===== src/rtl/lsu_pkg.sv =====
// Shared constants and types for the load/store unit.
package lsu_pkg;

  // RV32I load/store funct3 values
  localparam logic [2:0] F3_B  = 3'b000;
  localparam logic [2:0] F3_H  = 3'b001;
  localparam logic [2:0] F3_W  = 3'b010;
  localparam logic [2:0] F3_BU = 3'b100;
  localparam logic [2:0] F3_HU = 3'b101;

  // RAM access size encoding
  localparam logic [1:0] HB_WORD = 2'b10;
  localparam logic [1:0] HB_HALF = 2'b01;
  localparam logic [1:0] HB_BYTE = 2'b00;

  // mcause codes reported on a faulting op
  localparam logic [3:0] CAUSE_LD_MISALIGN = 4'd4;
  localparam logic [3:0] CAUSE_LD_ACCESS   = 4'd5;
  localparam logic [3:0] CAUSE_ST_MISALIGN = 4'd6;
  localparam logic [3:0] CAUSE_ST_ACCESS   = 4'd7;

  typedef enum logic [1:0] {
    IDLE = 2'd0,
    REQ  = 2'd1,
    RESP = 2'd2
  } lsu_state_e;

  // Access-fault cause for a load or a store
  function automatic logic [3:0] access_cause(input logic we);
    return we ? CAUSE_ST_ACCESS : CAUSE_LD_ACCESS;
  endfunction

  // Misalign cause for a load or a store
  function automatic logic [3:0] misalign_cause(input logic we);
    return we ? CAUSE_ST_MISALIGN : CAUSE_LD_MISALIGN;
  endfunction

endpackage


===== src/rtl/lsu_decode.sv =====
// Combinational decode of an incoming op: size, signedness and fault checks.
module lsu_decode #(
  parameter logic [31:0] RAM_BASE  = 32'h0000_0000,
  parameter int unsigned RAM_BYTES = 16384
) (
  input  logic [2:0]  i_funct3,
  input  logic [31:0] i_addr,
  input  logic        i_we,
  output logic [1:0]  o_hb,
  output logic        o_unsigned,
  output logic        o_illegal,
  output logic        o_misalign,
  output logic        o_out_of_range
);
  import lsu_pkg::*;

  logic [31:0] w_offset;

  // Size / signedness / legality from funct3; unsigned forms are loads only
  always_comb begin
    o_hb       = HB_WORD;
    o_unsigned = 1'b0;
    o_illegal  = 1'b0;
    case (i_funct3)
      F3_B:  o_hb = HB_BYTE;
      F3_H:  o_hb = HB_HALF;
      F3_W:  o_hb = HB_WORD;
      F3_BU: begin
        o_hb       = HB_BYTE;
        o_unsigned = 1'b1;
        o_illegal  = i_we;
      end
      F3_HU: begin
        o_hb       = HB_HALF;
        o_unsigned = 1'b1;
        o_illegal  = i_we;
      end
      default: o_illegal = 1'b1;
    endcase
  end

  // Offset wraps below the base, so one unsigned compare covers both ends
  assign w_offset       = i_addr - RAM_BASE;
  assign o_out_of_range = (w_offset >= 32'(RAM_BYTES));

  // Natural alignment for halfword and word accesses
  assign o_misalign = ((o_hb == HB_WORD) && (i_addr[1:0] != 2'b00)) ||
                      ((o_hb == HB_HALF) && i_addr[0]);

endmodule


===== src/rtl/load_store_unit.sv =====
// Load/store unit between execute and the data RAM port.
module load_store_unit #(
  parameter logic [31:0] RAM_BASE  = 32'h0000_0000,
  parameter int unsigned RAM_BYTES = 16384,
  parameter int unsigned TIMEOUT   = 16
) (
  input  logic        clk_i,
  input  logic        rst_i,
  input  logic        op_valid_i,
  output logic        op_ready_o,
  input  logic        op_we_i,
  input  logic [2:0]  op_funct3_i,
  input  logic [31:0] op_addr_i,
  input  logic [31:0] op_wdata_i,
  input  logic [4:0]  op_rd_i,
  output logic        res_valid_o,
  input  logic        res_ready_i,
  output logic        res_wb_o,
  output logic [31:0] res_data_o,
  output logic [4:0]  res_rd_o,
  output logic        res_fault_o,
  output logic [3:0]  res_cause_o,
  output logic [31:0] res_badaddr_o,
  output logic        mem_req_o,
  output logic        mem_ce_o,
  input  logic        mem_gnt_i,
  output logic        mem_we_o,
  output logic [1:0]  mem_hb_o,
  output logic [31:0] mem_addr_o,
  output logic [31:0] mem_wdata_o,
  input  logic [31:0] mem_rdata_i
);
  import lsu_pkg::*;

  localparam int unsigned TW = $clog2(TIMEOUT + 1);

  lsu_state_e r_state;
  lsu_state_e w_state_nxt;

  logic          r_we;
  logic [1:0]    r_hb;
  logic          r_unsigned;
  logic [31:0]   r_addr;
  logic [31:0]   r_wdata;
  logic [4:0]    r_rd;
  logic [31:0]   r_data;
  logic          r_fault;
  logic [3:0]    r_cause;
  logic [TW-1:0] r_tcnt;

  logic [1:0]    w_hb;
  logic          w_unsigned;
  logic          w_illegal;
  logic          w_misalign;
  logic          w_oor;
  logic          w_dec_fault;
  logic [3:0]    w_dec_cause;
  logic [TW-1:0] w_tcnt_inc;
  logic          w_timeout;
  logic [31:0]   w_rdata_ext;
  logic          w_resp;

  lsu_decode #(
    .RAM_BASE  (RAM_BASE),
    .RAM_BYTES (RAM_BYTES)
  ) u_decode (
    .i_funct3       (op_funct3_i),
    .i_addr         (op_addr_i),
    .i_we           (op_we_i),
    .o_hb           (w_hb),
    .o_unsigned     (w_unsigned),
    .o_illegal      (w_illegal),
    .o_misalign     (w_misalign),
    .o_out_of_range (w_oor)
  );

  // Fault priority: illegal funct3, then misalign, then range
  always_comb begin
    w_dec_fault = w_illegal | w_misalign | w_oor;
    if (!w_illegal && w_misalign) begin
      w_dec_cause = misalign_cause(op_we_i);
    end else begin
      w_dec_cause = access_cause(op_we_i);
    end
  end

  // Timeout fires on the REQ cycle whose missing grant would bring the count to TIMEOUT
  assign w_tcnt_inc = r_tcnt + TW'(1);
  assign w_timeout  = !mem_gnt_i && (w_tcnt_inc == TW'(TIMEOUT));

  // RAM always sign-extends; undo that for LBU/LHU
  always_comb begin
    w_rdata_ext = mem_rdata_i;
    if (r_unsigned) begin
      if (r_hb == HB_BYTE) begin
        w_rdata_ext = {24'b0, mem_rdata_i[7:0]};
      end else begin
        w_rdata_ext = {16'b0, mem_rdata_i[15:0]};
      end
    end
  end

  // Next-state logic
  always_comb begin
    w_state_nxt = r_state;
    case (r_state)
      IDLE: begin
        if (op_valid_i) begin
          w_state_nxt = w_dec_fault ? RESP : REQ;
        end
      end
      REQ: begin
        if (mem_gnt_i || w_timeout) begin
          w_state_nxt = RESP;
        end
      end
      RESP: begin
        if (res_ready_i) begin
          w_state_nxt = IDLE;
        end
      end
      default: w_state_nxt = IDLE;
    endcase
  end

  // State register
  always_ff @(posedge clk_i or posedge rst_i) begin
    if (rst_i) begin
      r_state <= IDLE;
    end else begin
      r_state <= w_state_nxt;
    end
  end

  // Op latch, read-data capture and timeout counter
  always_ff @(posedge clk_i or posedge rst_i) begin
    if (rst_i) begin
      r_we       <= 1'b0;
      r_hb       <= 2'b00;
      r_unsigned <= 1'b0;
      r_addr     <= 32'h0;
      r_wdata    <= 32'h0;
      r_rd       <= 5'd0;
      r_data     <= 32'h0;
      r_fault    <= 1'b0;
      r_cause    <= 4'd0;
      r_tcnt     <= '0;
    end else begin
      case (r_state)
        IDLE: begin
          if (op_valid_i) begin
            r_we       <= op_we_i;
            r_hb       <= w_hb;
            r_unsigned <= w_unsigned;
            r_addr     <= op_addr_i;
            r_wdata    <= op_wdata_i;
            r_rd       <= op_rd_i;
            r_data     <= 32'h0;
            r_fault    <= w_dec_fault;
            r_cause    <= w_dec_cause;
            r_tcnt     <= '0;
          end
        end
        REQ: begin
          if (mem_gnt_i) begin
            if (!r_we) begin
              r_data <= w_rdata_ext;
            end
          end else begin
            r_tcnt <= w_tcnt_inc;
            if (w_timeout) begin
              r_fault <= 1'b1;
              r_cause <= access_cause(r_we);
            end
          end
        end
        default: ;
      endcase
    end
  end

  assign w_resp = (r_state == RESP);

  // Handshake and RAM port decode straight from registered state
  assign op_ready_o  = (r_state == IDLE);
  assign mem_req_o   = (r_state == REQ);
  assign mem_ce_o    = (r_state == REQ);
  assign mem_we_o    = r_we;
  assign mem_hb_o    = r_hb;
  assign mem_addr_o  = r_addr;
  assign mem_wdata_o = r_wdata;

  // Result port, quiet outside RESP
  assign res_valid_o   = w_resp;
  assign res_wb_o      = w_resp && !r_fault && !r_we;
  assign res_data_o    = w_resp ? r_data : 32'h0;
  assign res_rd_o      = w_resp ? r_rd : 5'd0;
  assign res_fault_o   = w_resp && r_fault;
  assign res_cause_o   = (w_resp && r_fault) ? r_cause : 4'd0;
  assign res_badaddr_o = (w_resp && r_fault) ? r_addr : 32'h0;

endmodule


===== config.mk =====
export PLATFORM = sky130hd
export DESIGN_NAME = load_store_unit
export DESIGN_NICKNAME = d
export VERILOG_FILES = /design/src/rtl/lsu_pkg.sv /design/src/rtl/lsu_decode.sv /design/src/rtl/load_store_unit.sv
export SDC_FILE = /design/constraint.sdc
export NUM_CORES = 1
export LEC_CHECK = 0
export ABC_CLOCK_PERIOD_IN_PS = 8060
export BUFFER_PORTS_ARGS = -buffer_cell sky130_fd_sc_hd__buf_2
export CAP_MARGIN = 40
export CORE_MARGIN = 3
export CORE_UTILIZATION = 29
export CTS_CLUSTER_DIAMETER = 120
export DETAILED_ROUTE_END_ITERATION = 10
export HOLD_SLACK_MARGIN = 0.15
export MAX_ROUTING_LAYER = met4
export RECOVER_POWER = 25
export SLEW_MARGIN = 20
export SYNTH_ARGS = -nofsm -noshare
export SYNTH_HDL_FRONTEND = slang
export SYNTH_SLANG_ARGS = --single-unit

===== constraint.sdc =====
create_clock -name clk_i -period 8.06 [get_ports clk_i]
set_input_delay 1.209 -clock clk_i [delete_from_list [all_inputs] [get_ports clk_i]]
set_output_delay 1.209 -clock clk_i [all_outputs]
set_load 0.02 [all_outputs]

* After elaboration in Yosys (flattened, before gate mapping) *
Index checks and enable logic that the tools add are counted.

word-level totals
  register bits after elaboration = 117
  output and inout port bits = 146
  word-level logic and storage cells = 91

cells by class
  $add $sub $neg = 1
  order comparisons = 1
  equal/unequal tests = 16
  mux-type cells = 33
  bitwise logic cells = 2
  reduce and logical (&&, ||, !) cells = 27

operators by type and width
  cell                                                                 number
  two-way mux 32 bit                                                   6
  case mux 32 bit (2 select lines)                                     1
  greater-or-equal comparator 32 x 15 -> 1 bit, second input constant  1
  two-way mux 16 bit                                                   1
  two-way mux 2 bit                                                    8
  two-way mux 4 bit                                                    4
  two-way mux 5 bit                                                    3
  case mux 5 bit (2 select lines)                                      1
  inequality test 2 bit, second input constant                         4
  case mux 4 bit (2 select lines)                                      1
  AND reduction 4 bit                                                  2
  logical AND 1 bit                                                    7
  == test 3 bit, second input constant                                 2
  inequality test 2 x 1 -> 1 bit, second input constant                3
  case mux 2 bit (3 select lines)                                      1
  AND reduction 3 bit                                                  2
  OR reduction 2 bit                                                   3
  adder 5 x 1 -> 5 bit, second input constant                          1
  == test 5 bit, second input constant                                 1
  == test 2 x 1 -> 1 bit, second input constant                        2
  == test 2 bit, second input constant                                 2
  zero test 1 bit                                                      4
  zero test 2 bit                                                      2
  two-way mux 1 bit                                                    4
  other kinds (10)                                                     14

* Depth between registers and ports, before layout *
Gate-level depths: netlist of run 1.

  depth after elaboration = 11
  mapped depth = 6

* Hierarchy *
Synthesis of run 1 repeated with hierarchy kept, for this count alone.

unflattened totals
  cell total of the unflattened synthesis = 457
  area, all modules = 5,187.5 µm²

by module, submodules not included
  module           times used  cells an instance  area each (µm²)  sequential area each (µm²)
  load_store_unit  1           442                5,107.4          2,902.8
  lsu_decode       1           15                 80.1             0.0

* Worst setup path after synthesis of run 1 *
OpenSTA, ideal clock, no wires.

  kind = flip-flop to output port
  start = register r_state[0]
  end = output port res_data_o[26]
  arrival = 1.440 ns
  required time = 6.851 ns
  slack = 5.411 ns
  stages on the path, launching flop included = 5
  path buffers = 1
  cell sequence = dfrtp_1 > nand2b_1 > inv_1 > clkbuf_1 > and2_1

between the ends
  longest elaborated chain between the ends = 2

ends and longest elaborated chain
  item                    line                    source
  from (decl)             load_store_unit.sv:37   lsu_state_e r_state;
  from (signal assigned)  load_store_unit.sv:131  r_state <= w_state_nxt;
  == test 2 bit           load_store_unit.sv:182  assign w_resp = (r_state == RESP);
  named net res_valid_o   load_store_unit.sv:16   output logic res_valid_o,
  two-way mux 32 bit      load_store_unit.sv:196  assign res_data_o = w_resp ? r_data : 32'h0;
  to (decl)               load_store_unit.sv:19   output logic [31:0] res_data_o,

The timed path passes the listed nets, and every way through them passes these cells.

==> results of run 1 <==
-- kinds of logic (layout without fill, tap and decap cells) --
group / count (synthesis) / after routing / share of synthesized area (%)
AO/OA/AOI/OAI: 53 / 53 / 6.190
XOR/XNOR: 2 / 2 / 0.3372
adder cells (fa/ha/maj): 2 / 2 / 0.4816
buffers and inverters: 41 / 298 / 3.516
flip-flops: 116 / 116 / 55.88
multiplexers: 1 / 1 / 0.2167
other: 1 / 2 / 0.07219
AND/OR/NAND/NOR: 392 / 392 / 33.31
-- stage by stage --
step,instances,worst slack (ns),hold WS (ns),total power [µW]
2_1_floorplan,608,3.779,0.4258,981.6
3_3_place_gp,1055,4.479,0.4499,1152
3_5_place_dp,1058,4.929,0.4506,1162
4_1_cts,1089,4.708,0.4662,1922
5_1_grt,1091,2.981,0.4892,1994
6_report,1091,3.780,0.4595,1894
-- worst paths after layout --
check,endpoint,slack (ns)
max,r_tcnt[2]$_DFFE_PP0P_,3.78
min,r_cause[2]$_DFFE_PP0P_,0.46
max reg2reg,r_state[0]$_DFFE_PP0P_,4.09
min reg2reg,r_cause[2]$_DFFE_PP0P_,0.46
max in group clk_i,r_state[0]$_DFFE_PP0P_,3.83
min in group asynchronous,r_rd[2]$_DFFE_PP0P_,1.20
-- synthesized netlist by cell type (2+ instances only) --
master and n:
a22o_1 2, nand2_1 289, inv_1 4, nor4_1 5, nor3b_2 2, dfrtp_1 116, and3b_1 2, nor3_1 3
nor2_1 6, nand3b_1 3, a21oi_1 2, nand2b_1 3, buf_4 2, nand3_1 3, or2_2 2, buf_2 17
ha_1 2, clkbuf_1 16, o21ai_1 20, o21ai_0 19, and3_1 34, and2_1 37
-- registers in the layout (all words and copies together), names as in the netlist --
register,count
r_tcnt,5
r_data,32
r_unsigned,1
mem_hb_o,2
r_rd,5
r_cause,3
r_fault,1
mem_we_o,1
mem_wdata_o,32
mem_addr_o,32
r_state,2
-- layout make-up --
| cell class | instances | area share (%) |
|---|---|---|
| sequential | 116 | 39.86 |
| multi-input combinational | 451 | 29.26 |
| timing repair buffer | 262 | 18.69 |
| clock buffer | 21 | 6.186 |
| tap | 225 | 3.866 |
| clock inverter | 10 | 1.821 |
| inverter | 5 | 0.2749 |
| antenna | 1 | 0.03436 |
-- per-layer routing --
metal  GRT usage [%]  vias to the layer above  share of wire (%)
met1           19.75                     2239                 44
met3           4.296                       25                6.1
met5               -                        -                  0
li1                -                     2431                  -
met4           5.405                        0                2.4
met2           25.02                      161                 48
-- worst max-delay path, cell delays in order --
cell and delay, ns:
clkbuf_1 0.08, clkinvlp_2 0.98, clkbuf_1 1.89
-- power groups by stage --
stage                     combinational [µW]  sequential (µW)  clock [µW]
after floorplan                          182              800           0
after global placement                   430              722           0
after detailed placement                 442              721           0
after CTS                                441              713         768
after global routing                     478              725         792
final                                    435              712         746
-- cells in the final DEF (no fill, tap or decap), types with 2 or more instances in the layout --
| cell | count |
|---|---|
| a21oi_1 | 2 |
| a22o_1 | 2 |
| and2_1 | 37 |
| and3_1 | 34 |
| and3b_1 | 2 |
| buf_12 | 2 |
| buf_2 | 252 |
| buf_4 | 2 |
| buf_8 | 2 |
| bufinv_16 | 3 |
| clkbuf_1 | 7 |
| clkbuf_16 | 17 |
| clkinv_2 | 4 |
| clkinvlp_4 | 3 |
| dfrtp_1 | 116 |
| ha_1 | 2 |
| inv_1 | 2 |
| inv_2 | 2 |
| nand2_1 | 288 |
| nand2b_1 | 3 |
| nand3_1 | 3 |
| nand3b_1 | 3 |
| nor2_1 | 6 |
| nor3_1 | 3 |
| nor4_1 | 5 |
| o21ai_0 | 19 |
| o21ai_1 | 20 |
| or2_2 | 2 |
==> run metrics, run 1 <==
status complete, but fails checks; failing checks max-capacitance violations, max-slew violations; first-pass GRT wire length 24.54 mm; FF+latch area 2903 µm²; Max-cap violations 3; Post-synth EDFFs 0; Tcrit/Tclk final 53.10%; Synth Instances 608; combinational power share 23.0%; setup violators final 0; ranking of synthesized cells by area dfrtp_1 (56%), nand2_1 (21%), and2_1 (4.5%), and3_1 (4.1%), o21ai_1 (1.9%); H-tree lvl count 4; power density over cell area 260.1 nW/µm²; area grow syn2layout 40.17%; vias per cell 4.451; DRT Pass-1 Iters 6; die span in x 139.8 µm; Hold Crit Class flip-flop to flip-flop; Core ar. 17420 µm²; drt wl/cell 13.83 µm; vias post-DR 4856; CP Launch Type input pin; Worst Setup SP rst_i; Synth cell types 41; crit path DAT 4.24 ns; clock network fraction of total power 39.4%; share of cells above drive strength 1 34.57%; Final Hold Fails 0; CTS buffer count 17; Hold Crit Start r_cause[2]$_DFFE_PP0P_; GRT Util Overall 15.85%; cell row count 48; top_reg_cell synth dfrtp_1; Post-CTS Hold Buffers 0; Root Driver clkbuf_16; syn nets 720; Post-Syn Area 5195 µm²; Peak VDD IR 131.5 µV; Final ANT Viol Nets 0; drt total wl 15.09 mm; relative slew slack -127.1%; syn_area_per_cell 8.544 µm²; final core occ 41.81%; io pins 256; RSZ-0062 raised after global routing no; Worst-path clk slew 0.05 ns; post_cts resized 0; top-area cell type share of the netlist area 55.88%; synthesis-stage register bit count 116; FMAX 233.7 MHz; Multi-input gate area 2131 µm²; internal power 1297 µW; Fillers 1819; setup TNS 0 ns; Worst Setup End Kind async pin; Lkg Pwr 0.004104 µW; NumNets Final 965; CTS tree done; worst-margin pin slew 3.407 ns; Post-Layout Inst Area 7282 µm²; sw frac 31.49%; Post-DP HPWL 10.75 mm; initial antenna violation count 1; setup bufs post-CTS 0; area leader, netlist dfrtp_1; Async S/R FF share, synth 100.0%; sequential share of the synthesized area 55.88%; clock skew 0.006138 ns; hold depth 1; Routability Congestion 0.7501; Reg2Reg Launch Point r_state[0]$_DFFE_PP0P_; maximum clock path buffer count 2; max-slew violations 161; CTS sink count 116; PortBufs 254; Net Switching 596.3 µW; vias in the first global route 4769; die area 19560 µm²; Flop pwr share 37.6%; later-pin clock latency in the skew report 0.40 ns; DRC Markers 0; Initial Util 29.83%; grt total ovfl 0; largest net degree at the start of global routing 75; Critical Path Fanout Max 46; Min Clock Period, post-route 4.280 ns; Warnings, synthesis 0; Iteration-0 DRC Markers 168; CP Class input pin to async pin; R2R depth 5; Die Ht 139.8 µm; Placed Area 6693 µm²; CP required 8.02 ns
Power figures use the tool's default switching activity.
==> run 2, diff against run 1 <==
Settings changed: ABC_CLOCK_PERIOD_IN_PS 8060 to 3600.
Clock period 8.06 ns to 3.6 ns, I/O delays scaled along.
==> run metrics, run 2 (synthesized netlist as in run 1, its figures left out) <==
setup violators final 0; Core ar. 17420 µm²; CP max stage delay 0.47 ns; crit path DAT 1.98 ns; Post-CTS Hold Buffers 0; Fillers 1825; DRC Markers 0; setup TNS 0 ns; most frequent cells in the layout nand2_1 (288), buf_2 (254), dfrtp_1 (116), and2_1 (37), and3_1 (34); later-pin clock latency in the skew report 0.40 ns; vias per cell 4.480; max-slew violations 0; largest net degree at the start of global routing 117; die area 19560 µm²; CTS tree done; commonest non-fill, non-tap cell in the layout nand2_1; vias post-DR 4892; vias in the first global route 4882; CP required 3.06 ns; maximum clock path buffer count 2; first-pass GRT wire length 25.53 mm; Hold Crit Class input pin to async pin; drt wl/cell 14.08 µm; R2R depth 5; Routability Congestion 0.7336; CTS buffer count 17; Peak VDD IR 311.5 µV; DRT Pass-1 Iters 4; drt total wl 15.38 mm; Critical Path Fanout Max 44; area grow syn2layout 40.32%; cell row count 48; initial antenna violation count 1; GRT Util Overall 16.72%; Slowest-stage cell, CP dfrtp_1; post_cts resized 0; setup bufs post-CTS 0; CTS sink count 116; cell breakdown of the critical path nand2b_1 -> inv_1 -> buf_4 -> and3_1 -> buf_2; Iteration-0 DRC Markers 172; RSZ-0062 raised after global routing no; Worst-path clk slew 0.06 ns; grt total ovfl 0; status complete, no violations; worst-margin pin slew 0.7198 ns; Final WS setup 1.084 ns; power density over cell area 572.5 nW/µm²; clock skew 0.007920 ns; Max-cap violations 0; CP Launch Type flip-flop; Lkg Pwr 0.004118 µW; Min Clock Period, post-route 2.516 ns; Setup WS pre-CTS 1.380 ns; Initial Util 29.83%; Root Driver clkbuf_16; io pins 256; FMAX 397.4 MHz; NumNets Final 965; PortBufs 254; CP Class flip-flop to output port; H-tree lvl count 4; share of cells above drive strength 1 35.33%; die span in x 139.8 µm; Final ANT Viol Nets 0; Worst Setup End Kind output port; relative slew slack 52.01%; Post-DP HPWL 10.74 mm; Final Hold Fails 0; Die Ht 139.8 µm; Tcrit/Tclk final 69.90%
==> run 2: cell count changes in the layout (fill, tap and decap cells not counted), moves of 2 or more <==
cell       previous run  this run
buf_2               252       254
buf_4                 2         4
bufinv_16             3         1
clkbuf_1              7         0
clkinv_4              0         4
inv_6                 0         3
==> run 2: worst paths after layout <==
path | from | endpoint | slack, ns
max reg2reg | r_state[1]$_DFFE_PP0P_ | mem_addr_o[25]$_DFFE_PP0P_ | 1.67
min | rst_i | mem_wdata_o[31]$_DFFE_PP0P_ | 0.31
max in group asynchronous | rst_i | mem_wdata_o[5]$_DFFE_PP0P_ | 2.74
max | r_state[0]$_DFFE_PP0P_ | res_cause_o[2] | 1.08
min reg2reg | r_rd[4]$_DFFE_PP0P_ | r_rd[4]$_DFFE_PP0P_ | 0.46
min in group clk_i | res_ready_i | r_state[1]$_DFFE_PP0P_ | 0.32
==> run 2: area by class of cell <==
cell class	instances	area, µm²	share of cell area, %
Multi-Input combinational cell	451	2131	29.23
Antenna cell	1	2.502	0.03433
Sequential cell	116	2903	39.82
Clock inverter	14	128.9	1.768
Tap cell	225	281.5	3.862
Clock buffer	18	439.2	6.025
Timing Repair Buffer	262	1384	18.98
Inverter	5	20.02	0.2746
==> run 2: stage by stage <==
step | util (%) | instances | hold slack (ns) | area [µm²] | total power, µW
floorplan | - | 608 | 0.4258 | 5199 | 2198
global placement | 38.23 | 1056 | 0.4509 | 6659 | 2583
detailed placement | 38.35 | 1057 | 0.4556 | 6679 | 2600
CTS | 41.61 | 1089 | 0.3002 | 7247 | 4235
global route | 41.85 | 1092 | 0.3050 | 7289 | 4418
finish | 41.85 | 1092 | 0.3117 | 7289 | 4173
==> run 2: metal layers <==
layer	share of wire [%]	track usage [%]	vias to the layer above
met3	6.1	4.674	18
met1	44	20.86	2279
met2	48	25.96	164
li1	-	-	2431
met5	0	-	-
met4	1.9	6.323	0
==> run 2: where the power goes <==
part           internal (µW)  switching, µW
clock network            973            632
logic                    328            644
registers               1480            118
==> run 2: critical path: cells and delay by family, from the launching register on <==
kind	cells	cell delay [ns]
AND/OR/NAND/NOR	2	0.48
buffers and inverters	3	0.62
flip-flops	1	0.47
